$ cat src/rtl/pipe_pkg.sv
// Shared types and constants for the ARM32 pipeline sequencer.
// Stage registers carry just enough of each op to drive enables and detect hazards.
package pipe_pkg;

  localparam int unsigned NREG   = 16;
  localparam int unsigned REG_AW = $clog2(NREG);

  localparam logic [1:0] SEL_REG = 2'b00;
  localparam logic [1:0] SEL_ALU = 2'b01;
  localparam logic [1:0] SEL_ALT = 2'b11;

  typedef logic [REG_AW-1:0] reg_addr_t;

  typedef struct packed {
    logic      valid;
    logic      wr1_en;
    reg_addr_t wr1_addr;
    logic      wr2_en;
    reg_addr_t wr2_addr;
    logic      is_load;
    logic      set_flags;
  } stage_t;

endpackage

$ cat src/rtl/hazard_chk.sv
// Compares one source register against the in-flight EX/MEM/WB destinations and
// returns the forwarding select plus whether issue must wait.
module hazard_chk
  import pipe_pkg::*;
(
  input  logic      use_src,
  input  reg_addr_t src,
  input  stage_t    ex,
  input  stage_t    mem,
  input  stage_t    wb,
  output logic [1:0] sel,
  output logic      hazard
);

  logic ex_m1, ex_m2, mem_m, wb_m;
  logic unused_fields;

  assign ex_m1 = ex.valid & ex.wr1_en & (ex.wr1_addr == src);
  assign ex_m2 = ex.valid & ex.wr2_en & (ex.wr2_addr == src);
  assign mem_m = mem.valid & ((mem.wr1_en & (mem.wr1_addr == src)) |
                              (mem.wr2_en & (mem.wr2_addr == src)));
  assign wb_m  = wb.valid & ((wb.wr1_en & (wb.wr1_addr == src)) |
                             (wb.wr2_en & (wb.wr2_addr == src)));

  assign unused_fields = ^{ex.set_flags, mem.is_load, mem.set_flags, wb.is_load, wb.set_flags};

  always_comb begin
    sel    = SEL_REG;
    hazard = 1'b0;
    if (use_src) begin
      // Only a non-load EX result on port 1 is on the ALU_out bus; it is also the
      // youngest value, so it shadows any older MEM/WB writer of the same register.
      if (ex_m1 && !ex.is_load && !ex_m2) begin
        sel = SEL_ALU;
      end else if (ex_m1 || ex_m2 || mem_m || wb_m) begin
        hazard = 1'b1;
      end
    end
  end

endmodule

$ cat src/rtl/pipe_ctrl.sv
// Pipeline sequencer: issues decoded ops into EX->MEM->WB, drives datapath enables,
// forwarding selects and regfile writes, and stalls issue on unforwardable hazards.
module pipe_ctrl
  import pipe_pkg::*;
#(
  parameter int unsigned NREG    = 16,
  parameter int unsigned STALL_W = 16
) (
  input  logic                    clk,
  input  logic                    rst,
  input  logic                    dec_valid,
  output logic                    dec_ready,
  input  logic [$clog2(NREG)-1:0] dec_a_addr,
  input  logic [$clog2(NREG)-1:0] dec_b_addr,
  input  logic [$clog2(NREG)-1:0] dec_s_addr,
  input  logic                    dec_use_a,
  input  logic                    dec_use_b,
  input  logic                    dec_use_s,
  input  logic                    dec_a_is_pc,
  input  logic                    dec_wr1_en,
  input  logic [$clog2(NREG)-1:0] dec_wr1_addr,
  input  logic                    dec_wr2_en,
  input  logic [$clog2(NREG)-1:0] dec_wr2_addr,
  input  logic                    dec_is_load,
  input  logic                    dec_set_flags,
  input  logic                    ex_flush,
  output logic [1:0]              sel_A_in,
  output logic [1:0]              sel_B_in,
  output logic [1:0]              sel_shift_in,
  output logic                    en_A,
  output logic                    en_B,
  output logic                    en_S,
  output logic                    en_out1,
  output logic                    en_status1,
  output logic                    en_out2,
  output logic                    en_status2,
  output logic                    w_en1,
  output logic [$clog2(NREG)-1:0] w_addr1,
  output logic                    w_en2,
  output logic [$clog2(NREG)-1:0] w_addr2,
  output logic                    sel_w_data,
  output logic                    stall,
  output logic [STALL_W-1:0]      stall_cnt
);

  stage_t ex_q, mem_q, wb_q, ex_d;
  logic [1:0] sel_a, sel_b, sel_s;
  logic haz_a, haz_b, haz_s, hazard, valid_in;

  // Nothing is accepted while reset is held, even if the decoder keeps presenting.
  assign valid_in = dec_valid & ~rst;

  hazard_chk u_chk_a (
    .use_src (dec_use_a & ~dec_a_is_pc),
    .src     (dec_a_addr),
    .ex      (ex_q),
    .mem     (mem_q),
    .wb      (wb_q),
    .sel     (sel_a),
    .hazard  (haz_a)
  );

  hazard_chk u_chk_b (
    .use_src (dec_use_b),
    .src     (dec_b_addr),
    .ex      (ex_q),
    .mem     (mem_q),
    .wb      (wb_q),
    .sel     (sel_b),
    .hazard  (haz_b)
  );

  hazard_chk u_chk_s (
    .use_src (dec_use_s),
    .src     (dec_s_addr),
    .ex      (ex_q),
    .mem     (mem_q),
    .wb      (wb_q),
    .sel     (sel_s),
    .hazard  (haz_s)
  );

  assign hazard    = haz_a | haz_b | haz_s;
  // A flush squashes the ID op outright, so it is not counted as a stall.
  assign stall     = valid_in & hazard & ~ex_flush;
  assign dec_ready = valid_in & ~hazard & ~ex_flush;
  assign en_A      = dec_ready;
  assign en_B      = dec_ready;
  assign en_S      = dec_ready;

  always_comb begin
    sel_A_in     = SEL_REG;
    sel_B_in     = SEL_REG;
    sel_shift_in = SEL_REG;
    if (valid_in) begin
      sel_A_in     = dec_a_is_pc ? SEL_ALT : sel_a;
      sel_B_in     = sel_b;
      sel_shift_in = dec_use_s ? sel_s : SEL_ALT;
    end
  end

  always_comb begin
    ex_d = '0;
    if (dec_ready) begin
      ex_d.valid     = 1'b1;
      ex_d.wr1_en    = dec_wr1_en;
      ex_d.wr1_addr  = dec_wr1_addr;
      ex_d.wr2_en    = dec_wr2_en;
      ex_d.wr2_addr  = dec_wr2_addr;
      ex_d.is_load   = dec_is_load;
      ex_d.set_flags = dec_set_flags;
    end
  end

  always_ff @(posedge clk or posedge rst) begin
    if (rst) begin
      ex_q      <= '0;
      mem_q     <= '0;
      wb_q      <= '0;
      stall_cnt <= '0;
    end else begin
      ex_q  <= ex_d;
      mem_q <= ex_q;
      wb_q  <= mem_q;
      if (stall && (stall_cnt != {STALL_W{1'b1}})) begin
        stall_cnt <= stall_cnt + 1'b1;
      end
    end
  end

  assign en_out1    = ex_q.valid;
  assign en_status1 = ex_q.valid & ex_q.set_flags;
  assign en_out2    = mem_q.valid;
  assign en_status2 = mem_q.valid & mem_q.set_flags;
  assign w_en1      = wb_q.valid & wb_q.wr1_en;
  assign w_addr1    = wb_q.wr1_addr;
  assign w_en2      = wb_q.valid & wb_q.wr2_en;
  assign w_addr2    = wb_q.wr2_addr;
  assign sel_w_data = wb_q.is_load;

endmodule

$ cat config.mk
export PLATFORM = sky130hd
export DESIGN_NAME = pipe_ctrl
export DESIGN_NICKNAME = d
export VERILOG_FILES = /design/src/rtl/pipe_pkg.sv /design/src/rtl/hazard_chk.sv /design/src/rtl/pipe_ctrl.sv
export SDC_FILE = /design/constraint.sdc
export NUM_CORES = 1
export LEC_CHECK = 0
export BUFFER_PORTS_ARGS = -buffer_cell sky130_fd_sc_hd__buf_2
export CAP_MARGIN = 20
export CORE_MARGIN = 10
export CORE_UTILIZATION = 58
export DETAILED_ROUTE_END_ITERATION = 7
export HOLD_SLACK_MARGIN = 0.1
export PLACE_DENSITY_LB_ADDON = 0.25
export SYNTH_ARGS = -nofsm -noshare
export SYNTH_HDL_FRONTEND = slang
export SYNTH_SLANG_ARGS = --single-unit
export TNS_END_PERCENT = 10
$ cat constraint.sdc
create_clock -name clk -period 7.1 [get_ports clk]
set_input_delay 0.71 -clock clk [delete_from_list [all_inputs] [get_ports clk]]
set_output_delay 0.71 -clock clk [all_outputs]
set_load 0.005 [all_outputs]
# After elaboration in Yosys (flattened, before gate mapping)
# Cells that the tools add are included.
# word_totals
ff_bits	54
input_bits	32
out_inout_bits	42
elab_cells	129
# classes
add_sub_neg	1
eq_ne	19
muxes	20
bitwise_logic	48
n_reduce_logical	20
# ops
cell	count
$eq 4x4->1	18
$and 1x1->1	36
$add 16x1->16 const B	1
$ne 16x16->1 const B	1
$mux 2	7
$mux 13	1
$mux 1	12
$logic_or 1x1->1	9
$or 1x1->1	8
$logic_and 1x1->1	7
$logic_not 1->1	4
$not 1->1	4

# Depth between registers and ports, before layout
# Gate-level depths: netlist of run 1.
# depth
ltp_word	15
depth_mapped	10

# Modules after synthesis
# From an unflattened synthesis of run 1, not the netlist that was laid out.
# hier_totals
cells_unflattened	305
hier_area_um2	3219.3
# by_module_without_submodules
module	instances	cells_per_inst	area_per_inst_um2	seq_area_each_um2
pipe_ctrl	1	158	2033.2	1376.3
hazard_chk	3	49	395.4	0.0

# Worst setup path after synthesis of run 1
# OpenSTA, ideal clock, no wires.
# synth_path
kind	input to output
start	input port rst
end	output port stall
t_arrival_ns	2.934
setup_slack_ns	3.456
path_stages	4
path_cell_list	inv_1 nand2_1 a311oi_4 buf_6
# synth_via
elab_chain_cells	4
# synth_rtl
element	line_no	source
start, declared	pipe_ctrl.sv:10	input logic rst,
$not 1->1	pipe_ctrl.sv:51	assign valid_in = dec_valid & ~rst;
$and 1x1->1	pipe_ctrl.sv:51	
$and 1x1->1 (2 in a row)	pipe_ctrl.sv:85	assign stall = valid_in & hazard & ~ex_flush;
end, declared	pipe_ctrl.sv:42	output logic stall,
# Every way passes these cells.

# Final worst setup path of run 1
# layout_path
start	input port dec_a_addr[0]
end	output port stall
# layout_via
elab_chain_cells	13
# layout_rtl
element	line_no	source
start, declared	pipe_ctrl.sv:13	input logic [$clog2(NREG)-1:0] dec_a_addr,
$eq 4x4->1 (on tied branches)	hazard_chk.sv:20, hazard_chk.sv:21	
$and 1x1->1 (on tied branches)	hazard_chk.sv:20, hazard_chk.sv:21	
$or 1x1->1	hazard_chk.sv:20	assign mem_m = mem.valid & ((mem.wr1_en & (mem.wr1_addr == src)) |
$and 1x1->1	hazard_chk.sv:20	
$logic_or 1x1->1 (2 in a row)	hazard_chk.sv:35	end else if (ex_m1 || ex_m2 || mem_m || wb_m) begin
$mux 1	hazard_chk.sv:35	
$mux 1 *	hazard_chk.sv:33	if (ex_m1 && !ex.is_load && !ex_m2) begin
$mux 1 *	hazard_chk.sv:30	if (use_src) begin
$or 1x1->1 * (2 in a row)	pipe_ctrl.sv:83	assign hazard = haz_a | haz_b | haz_s;
$and 1x1->1 * (2 in a row)	pipe_ctrl.sv:85	
# Every way passes the cells marked *; elsewhere a longest branch is shown, timed or not.

==> key figures, run 1 <==
Worst setup path
  – Critical Path RT: roughly 6.4 ns
  – Crit path cell chain: buf_2 -> xor2_1 -> nor3_2 -> a211oi_1 -> nor3b_1 -> o31ai_1 -> a311oi_4 -> buf_2
  – Worst path max stage delay: approximately 0.70 ns
  – Worst reg2reg startpoint: ex_q[2]
  – Cell mode on critical path: buf_2
  – Crit-path slowest cell: a311oi_4
  – WS Path Type: input port to output port
  – Worst Setup SP: dec_a_addr[0]
  – Worst Setup Start Kind: input port
  – Critical path data arrival time: about 2.8 ns
  – Element type at the critical path end: output port
  – CP Max Fanout: 17

Synthesis
  – Top FF cell, synth: dfrtp_1
  – Synth async-reset ratio: 1.000
  – Cell variety after synth: 40
  – Register area share after synthesis: 0.4446
  – Synth Area in XOR/XNOR: 0.2474
  – Synth Warn #: 0
  – Post-synth EDFFs: 0
  – Complex-gate fraction of the synthesized area: 0.04158
  – Post-synthesis simple-gate area fraction: 0.1836
  – Adder-cell share of the synthesized area: 0.004117
  – Syn Nets: 316
  – Dominant cell type by area after synthesis: dfrtp_1
  – Synth top area cells: dfrtp_1 (44%), xnor2_1 (13%), xor2_1 (12%)
  – Post-synthesis instance area: about 3000 µm²
  – Synthesis-stage register bit count: 54
  – Largest family of logic cells by synthesized area: XOR/XNOR gates
  – Multiplexer share of the synthesized area: 0.007410
  – Top cell type's share of synthesized area: 0.4446
  – Syn avg cell area: 10.74 µm²
  – Synth Instances: 283

Power
  – Reg power frac: 0.547
  – Maximum VDD drop: around 120 µV
  – Pwr/cell area: roughly 170 nW/µm²
  – Internal power: 0.4475 mW
  – Comb power frac: 0.111
  – Clock share of power: 0.342
  – Sw Share: 0.2381
  – Leakage: approximately 1.7 nW
  – Net switching power: ~0.14 mW

Clock tree
  – Root Buffer: clkbuf_8
  – Skew-Pair Late Insertion Delay: 0.31 ns
  – CTS tree: done
  – CTS clk-pin slew, worst paths: 0.09 ns
  – CTS H-tree lvls: 2
  – TritonCTS buffer count: 5
  – Cells resized by post-CTS repair: 0
  – Hold Buf Count CTS: 0
  – Post-CTS Setup Inserts: 0
  – CTS sink count: 54
  – Maximum root-to-sink buffer count: 2

Timing
  – Fin crit share: 0.4874
  – Final setup viols: 0
  – RSZ-0062 raised after global routing: false
  – Final count of hold timing violations: 0
  – Clock skew: slightly below 0.009 ns
  – Fmax: 289.0 MHz
  – Setup tns final: 0 ns
  – WHS: ~0.37 ns
  – Period minus WS final: approximately 3.5 ns
  – Slew Limit Headroom: 0.5024
  – Max Slew Vio Count: 0
  – Worst-Margin Slew: 0.7465 ns

Drt
  – Drt first-iter violations: 129
  – Total Wirelength: about 7 mm
  – Number of vias in the routed layout: 2235
  – DRT Pass-1 Iters: 4
  – DRC Markers: 0
  – Wire per inst: 17.16 µm
  – Via density: between 5 and 6
  – Routed Antenna Nets: 0

Die
  – # IOs: 74
  – Starting Density: 0.5951
  – # rows: 26
  – Core outline area: between 5000 and 6000 µm²
  – Die X: between 90 and 100 µm
  – Total die area: roughly 8500 µm²
  – Die Ht: around 92 µm

Placement
  – Placed cell area: ~3300 µm²
  – GP Congestion: slightly below 0.9
  – Dpl hpwl: about 5.5 mm
  – Buffers on Ports: slightly above 70

Global route
  – Largest net degree at the start of global routing: 58
  – GRT Util Overall: 0.1674
  – Initial antenna violation count: 0
  – Vias in the first global route: about 2300
  – First-pass GRT wire length: 11.63 mm
  – Gr ovfl total: 0

Cells and area
  – Inserted Diodes: 0
  – Final Core Density: 0.6678
  – Final #Nets: between 300 and 400
  – Area Growth Syn to Fin: 12.23%
  – Finished Cell Area: roughly 3400 µm²
  – Layout cells sized above 1: 0.2870
  – Fill cells: roughly 440

Job
  – Max_cap viols: 0

Outcome
  – Status: completed

Min path
  – Hold path startpoint: mem_q[1]
  – HP Class: register to register
## cells by family (layout without fill, tap and decap cells)
kind of cell | Yosys count | count (layout)
mux | 2 | 2
flops | 54 | 54
fa+ha+maj | 1 | 1
xor+xnor | 85 | 85
simple gates | 97 | 97
buf+inv | 30 | 85
compound gates | 13 | 13
other cells | 1 | 1
## power groups by stage
stage	Clock (mW)	Combinational (mW)	Sequential [mW]
global route	0.217	0.0729	0.323
detailed placement	0	0.0655	0.328
global placement	0	0.0644	0.328
floorplan	0	0.0503	0.325
finish	0.201	0.0652	0.322
CTS	0.208	0.0659	0.322
## routing by layer
layer  part of all wire  global-route usage  vias to the layer above
li1                   -                   -                     1040
met1               0.43              0.2144                     1097
met2               0.47              0.2682                       88
met3              0.081             0.04762                       10
met4              0.013             0.05141                        0
met5                  0                   0                        -
## area by class of cell
class / count / area, µm² / area share
well taps: 70 / 87.58 / 0.02568
clock inverters: 2 / 37.54 / 0.01101
multi-input cells: 199 / 1475 / 0.4325
clock buffers: 6 / 72.57 / 0.02128
repair buffers: 74 / 375.4 / 0.1101
flip-flops and latches: 54 / 1351 / 0.3962
inverters: 3 / 11.26 / 0.003302
## path summary, 6_finish.rpt
kind	end	slack (ns)	depth (start not counted)
worst max-delay path	stall	3.64	8
worst min-delay path	sel_w_data	0.37	0
worst max register to register	stall_cnt[1]	4.34	8
worst min register to register	sel_w_data	0.37	0
max in group asynchronous	mem_q[7]	6.07	3
min in group asynchronous	ex_q[0]	0.57	3
## worst max-delay path: cells and delay by family
kind / cells / cell delay, ns
AOI/OAI and AO/OA: 3 / 1.00
and+or+nand+nor: 2 / 0.47
buffers and inverters: 2 / 0.41
xor gates and xnor gates: 1 / 0.17
## metrics by stage
stage / worst slack, ns / std cells / power (mW)
floorplan: 3.456 / 283 / 0.3757
global placement: 3.698 / 400 / 0.3919
global route: 3.446 / 408 / 0.6123
CTS: 3.650 / 408 / 0.5952
finish: 3.639 / 408 / 0.5873
detailed placement: 3.652 / 400 / 0.3931
## cell usage after synthesis (all sizes together) (2+ instances only)
cell type	n
a31oi	2
and2	16
and3	12
buf	26
dfrtp	54
inv	3
mux2	2
nand2	7
nand3	22
nand4	11
nor2	6
nor2b	3
nor3	14
nor4	2
o31ai	4
xnor2	45
xor2	40
## layout by cell type (no fill, tap or decap), types with 2 or more instances in the layout
master     n
a31oi_1    2
and2_1    14
and2_2     2
and3_1     9
and3_2     3
buf_2     72
buf_4      2
clkbuf_8   5
dfrtp_1   54
inv_1      2
mux2_1     2
nand2_1    6
nand3_1   22
nand4_1   11
nor2_1     6
nor2b_1    2
nor3_1    13
o31ai_1    4
xnor2_1   44
xor2_1    40
## sequential cells by signal (all words and copies together) (netlist names)
name,count
mem_q,12
w_addr2,4
w_addr1,4
en_out1,1
sel_w_data,1
ex_q,12
wb_q,3
stall_cnt,16
en_out2,1
No activity file was read; power rests on OpenSTA's default activity.
==> run 2, diff against run 1 <==
--- a/config.mk
+++ b/config.mk
@@ -8,7 +8,7 @@
 export BUFFER_PORTS_ARGS = -buffer_cell sky130_fd_sc_hd__buf_2
 export CAP_MARGIN = 20
 export CORE_MARGIN = 10
-export CORE_UTILIZATION = 58
+export CORE_UTILIZATION = 48
 export DETAILED_ROUTE_END_ITERATION = 7
 export HOLD_SLACK_MARGIN = 0.1
 export PLACE_DENSITY_LB_ADDON = 0.25
==> constraint.sdc (replaced) <==
create_clock -name clk -period 3.05 [get_ports clk]
set_input_delay 0.305 -clock clk [delete_from_list [all_inputs] [get_ports clk]]
set_output_delay 0.305 -clock clk [all_outputs]
set_load 0.005 [all_outputs]
==> run 2 against run 1 <==
  * Clock power rose by 90%
  * Routed wire length rose by 7.1%
  * Critical path depth rose by 1
  * Cell count rose by 1.2%
  * Highest routed layer unchanged
  * Flip-flop and latch count did not move
==> key figures, run 2 (same netlist as run 1, synthesis figures left out) <==
Outcome
  – Status: completed (unchanged)

Global route
  – First-pass GRT wire length: 12.05 mm (was 11.63 mm)
  – GRT Util Overall: 0.1501 (was 0.1674)
  – Largest net degree at the start of global routing: 57 (was 58)
  – Gr ovfl total: 0 (unchanged)
  – Initial antenna violation count: 0 (unchanged)
  – Vias in the first global route: 2318 (was 2319)

Worst setup path
  – RR Endpoint: stall_cnt[10] (was stall_cnt[1])
  – CP Max Fanout: 17 (unchanged)
  – R2R cell count: 9 (was 8)
  – Worst Setup Start Kind: register (was input port)
  – WS Path Type: register to output port (was input port to output port)
  – Worst reg2reg startpoint: ex_q[2] (unchanged)
  – Critical Path RT: 2.74 ns (was 6.39 ns)
  – Crit path capture: en_B (was stall)
  – Critical path data arrival time: 2.44 ns (was 2.75 ns)
  – Worst Setup SP: mem_q[3] (was dec_a_addr[0])
  – Reg-to-reg slack, setup: 0.51 ns (was 4.34 ns)
  – Element type at the critical path end: output port (unchanged)

Placement
  – Cells after DPL: 407 (was 400)
  – Dpl hpwl: 5.912 mm (was 5.514 mm)
  – GP Congestion: 0.8509 (was 0.8686)
  – Buffers on Ports: 72 (unchanged)

Clock tree
  – CTS H-tree lvls: 2 (unchanged)
  – Hold Buf Count CTS: 0 (unchanged)
  – Cells resized by post-CTS repair: 0 (unchanged)
  – CTS tree: done (unchanged)
  – TritonCTS buffer count: 5 (unchanged)
  – CTS sink count: 54 (unchanged)
  – CTS clk-pin slew, worst paths: 0.09 ns (about the same)
  – Root Buffer: clkbuf_8 (unchanged)
  – Post-CTS Setup Inserts: 0 (unchanged)
  – Maximum root-to-sink buffer count: 2 (unchanged)
  – Skew-Pair Late Insertion Delay: 0.30 ns (was 0.31 ns)

Cells and area
  – Biggest regs: stall_cnt: 16 flops, ex_q: 12 flops, mem_q: 12 flops (unchanged)
  – Area Growth Syn to Fin: 12.02% (was 12.23%)
  – Inserted Diodes: 0 (unchanged)
  – Top reg by flops: stall_cnt (unchanged)
  – Final #Nets: 372 (was 370)
  – Max FFs per register: 16 (unchanged)
  – Most common cell after layout, fill and taps aside: buf_2 (unchanged)
  – Most frequent cells in the layout: buf_2 (72), dfrtp_1 (54), xnor2_1 (44) (unchanged)
  – Layout cells sized above 1: 0.2899 (was 0.2870)
  – Final cell count without fillers: 413 (was 408)

Drt
  – DRT Pass-1 Iters: 4 (unchanged)
  – Number of vias in the routed layout: 2184 (was 2235)
  – Wire per inst: 18.15 µm (was 17.16 µm)
  – Drt first-iter violations: 134 (was 129)
  – DRC Markers: 0 (unchanged)
  – Via density: 5.288 (was 5.478)
  – Routed Antenna Nets: 0 (unchanged)
  – Total Wirelength: 7.495 mm (was 7.001 mm)

Die
  – Core outline area: 6026 µm² (was 5107 µm²)
  – Die Ht: 99.57 µm (was 92.39 µm)
  – Die X: 99.57 µm (was 92.39 µm)
  – # IOs: 74 (unchanged)
  – Starting Density: 0.5044 (was 0.5951)
  – Total die area: 9914 µm² (was 8535 µm²)
  – # rows: 28 (was 26)

Timing
  – Setup tns final: 0 ns (unchanged)
  – Worst-Margin Slew: 0.6915 ns (was 0.7465 ns)
  – Period minus WS final: approximately 2.7 ns
  – Fin crit share: 0.9016
  – Clock skew: 0.006929 ns (was 0.008823 ns)
  – WHS: 0.2075 ns (was 0.3672 ns)
  – Max Slew Vio Count: 0 (unchanged)
  – Final count of hold timing violations: 0 (unchanged)
  – Final setup viols: 0 (unchanged)
  – Slew Limit Headroom: 0.5390 (was 0.5024)
  – Fmax: about 360 MHz
  – RSZ-0062 raised after global routing: false (unchanged)

Job
  – Max_cap viols: 0 (unchanged)

Power
  – Pwr/cell area: 377.2 nW/µm² (was 172.2 nW/µm²)
  – Leakage: 1.743 nW (was 1.741 nW)
  – Maximum VDD drop: 231.9 µV (was 121.2 µV)
  – Final Total Pwr: 1.284 mW (was 0.5873 mW)

Min path
  – HP Class: input port to asynchronous set/reset pin (was register to register)
## run 2: cell type report
| type | count | area, µm² |
|---|---|---|
| Fill cell | 572 | 2621 |
| Multi-Input combinational cell | 199 | 1475 |
| Sequential cell | 54 | 1351 |
| Timing Repair Buffer | 76 | 390.4 |
| Tap cell | 75 | 93.84 |
| Clock buffer | 6 | 82.58 |
| Inverter | 3 | 11.26 |
## run 2: how the worst min path moves through the flow
| stage | slack, ns | from | end | cells after the start |
|---|---|---|---|---|
| after detailed placement | 0.33 | mem_q[1] | sel_w_data | 0 |
| after CTS | 0.20 | dec_wr1_addr[2] | ex_q[9] | 2 |
| final | 0.21 | rst | ex_q[1] | 3 |
| after global placement | 0.34 | mem_q[1] | sel_w_data | 0 |
| after floorplan | 0.33 | mem_q[1] | sel_w_data | 0 |
| after global routing | 0.20 | dec_wr1_addr[2] | ex_q[9] | 2 |
## run 2: routing by layer
metal	up-vias	track usage	wire (µm)
met3	10	0.03945	445
met2	70	0.2290	3422
met1	1060	0.2034	3516
li1	1044	-	-
met4	0	0.04300	112
met5	-	0	0
## run 2: power breakdown
group / switching (mW) / internal, mW / total, mW
combinational: 0.0859 / 0.0679 / 0.154
clock: 0.206 / 0.175 / 0.381
sequential: 0.0199 / 0.729 / 0.749
total: 0.312 / 0.972 / 1.28
## run 2: worst max-delay path, stage by stage, from the launching register on
cell      delay (ns)
dfrtp_1         0.46
xor2_1          0.19
nor3_1          0.08
nand3_1         0.10
a21boi_1        0.08
o41ai_2         0.50
nand3_1         0.12
nor3_1          0.25
buf_4           0.22
buf_2           0.13
## run 2: through the flow
| step | utilization | setup slack [ns] | instance area [µm²] |
|---|---|---|---|
| floorplan | - | 0.1203 | 3039 |
| global placement | 0.5513 | 0.5559 | 3322 |
| detailed placement | 0.5513 | 0.5336 | 3322 |
| CTS | 0.5650 | 0.2818 | 3405 |
| global route | 0.5650 | 0.1177 | 3405 |
| finish | 0.5650 | 0.3003 | 3405 |
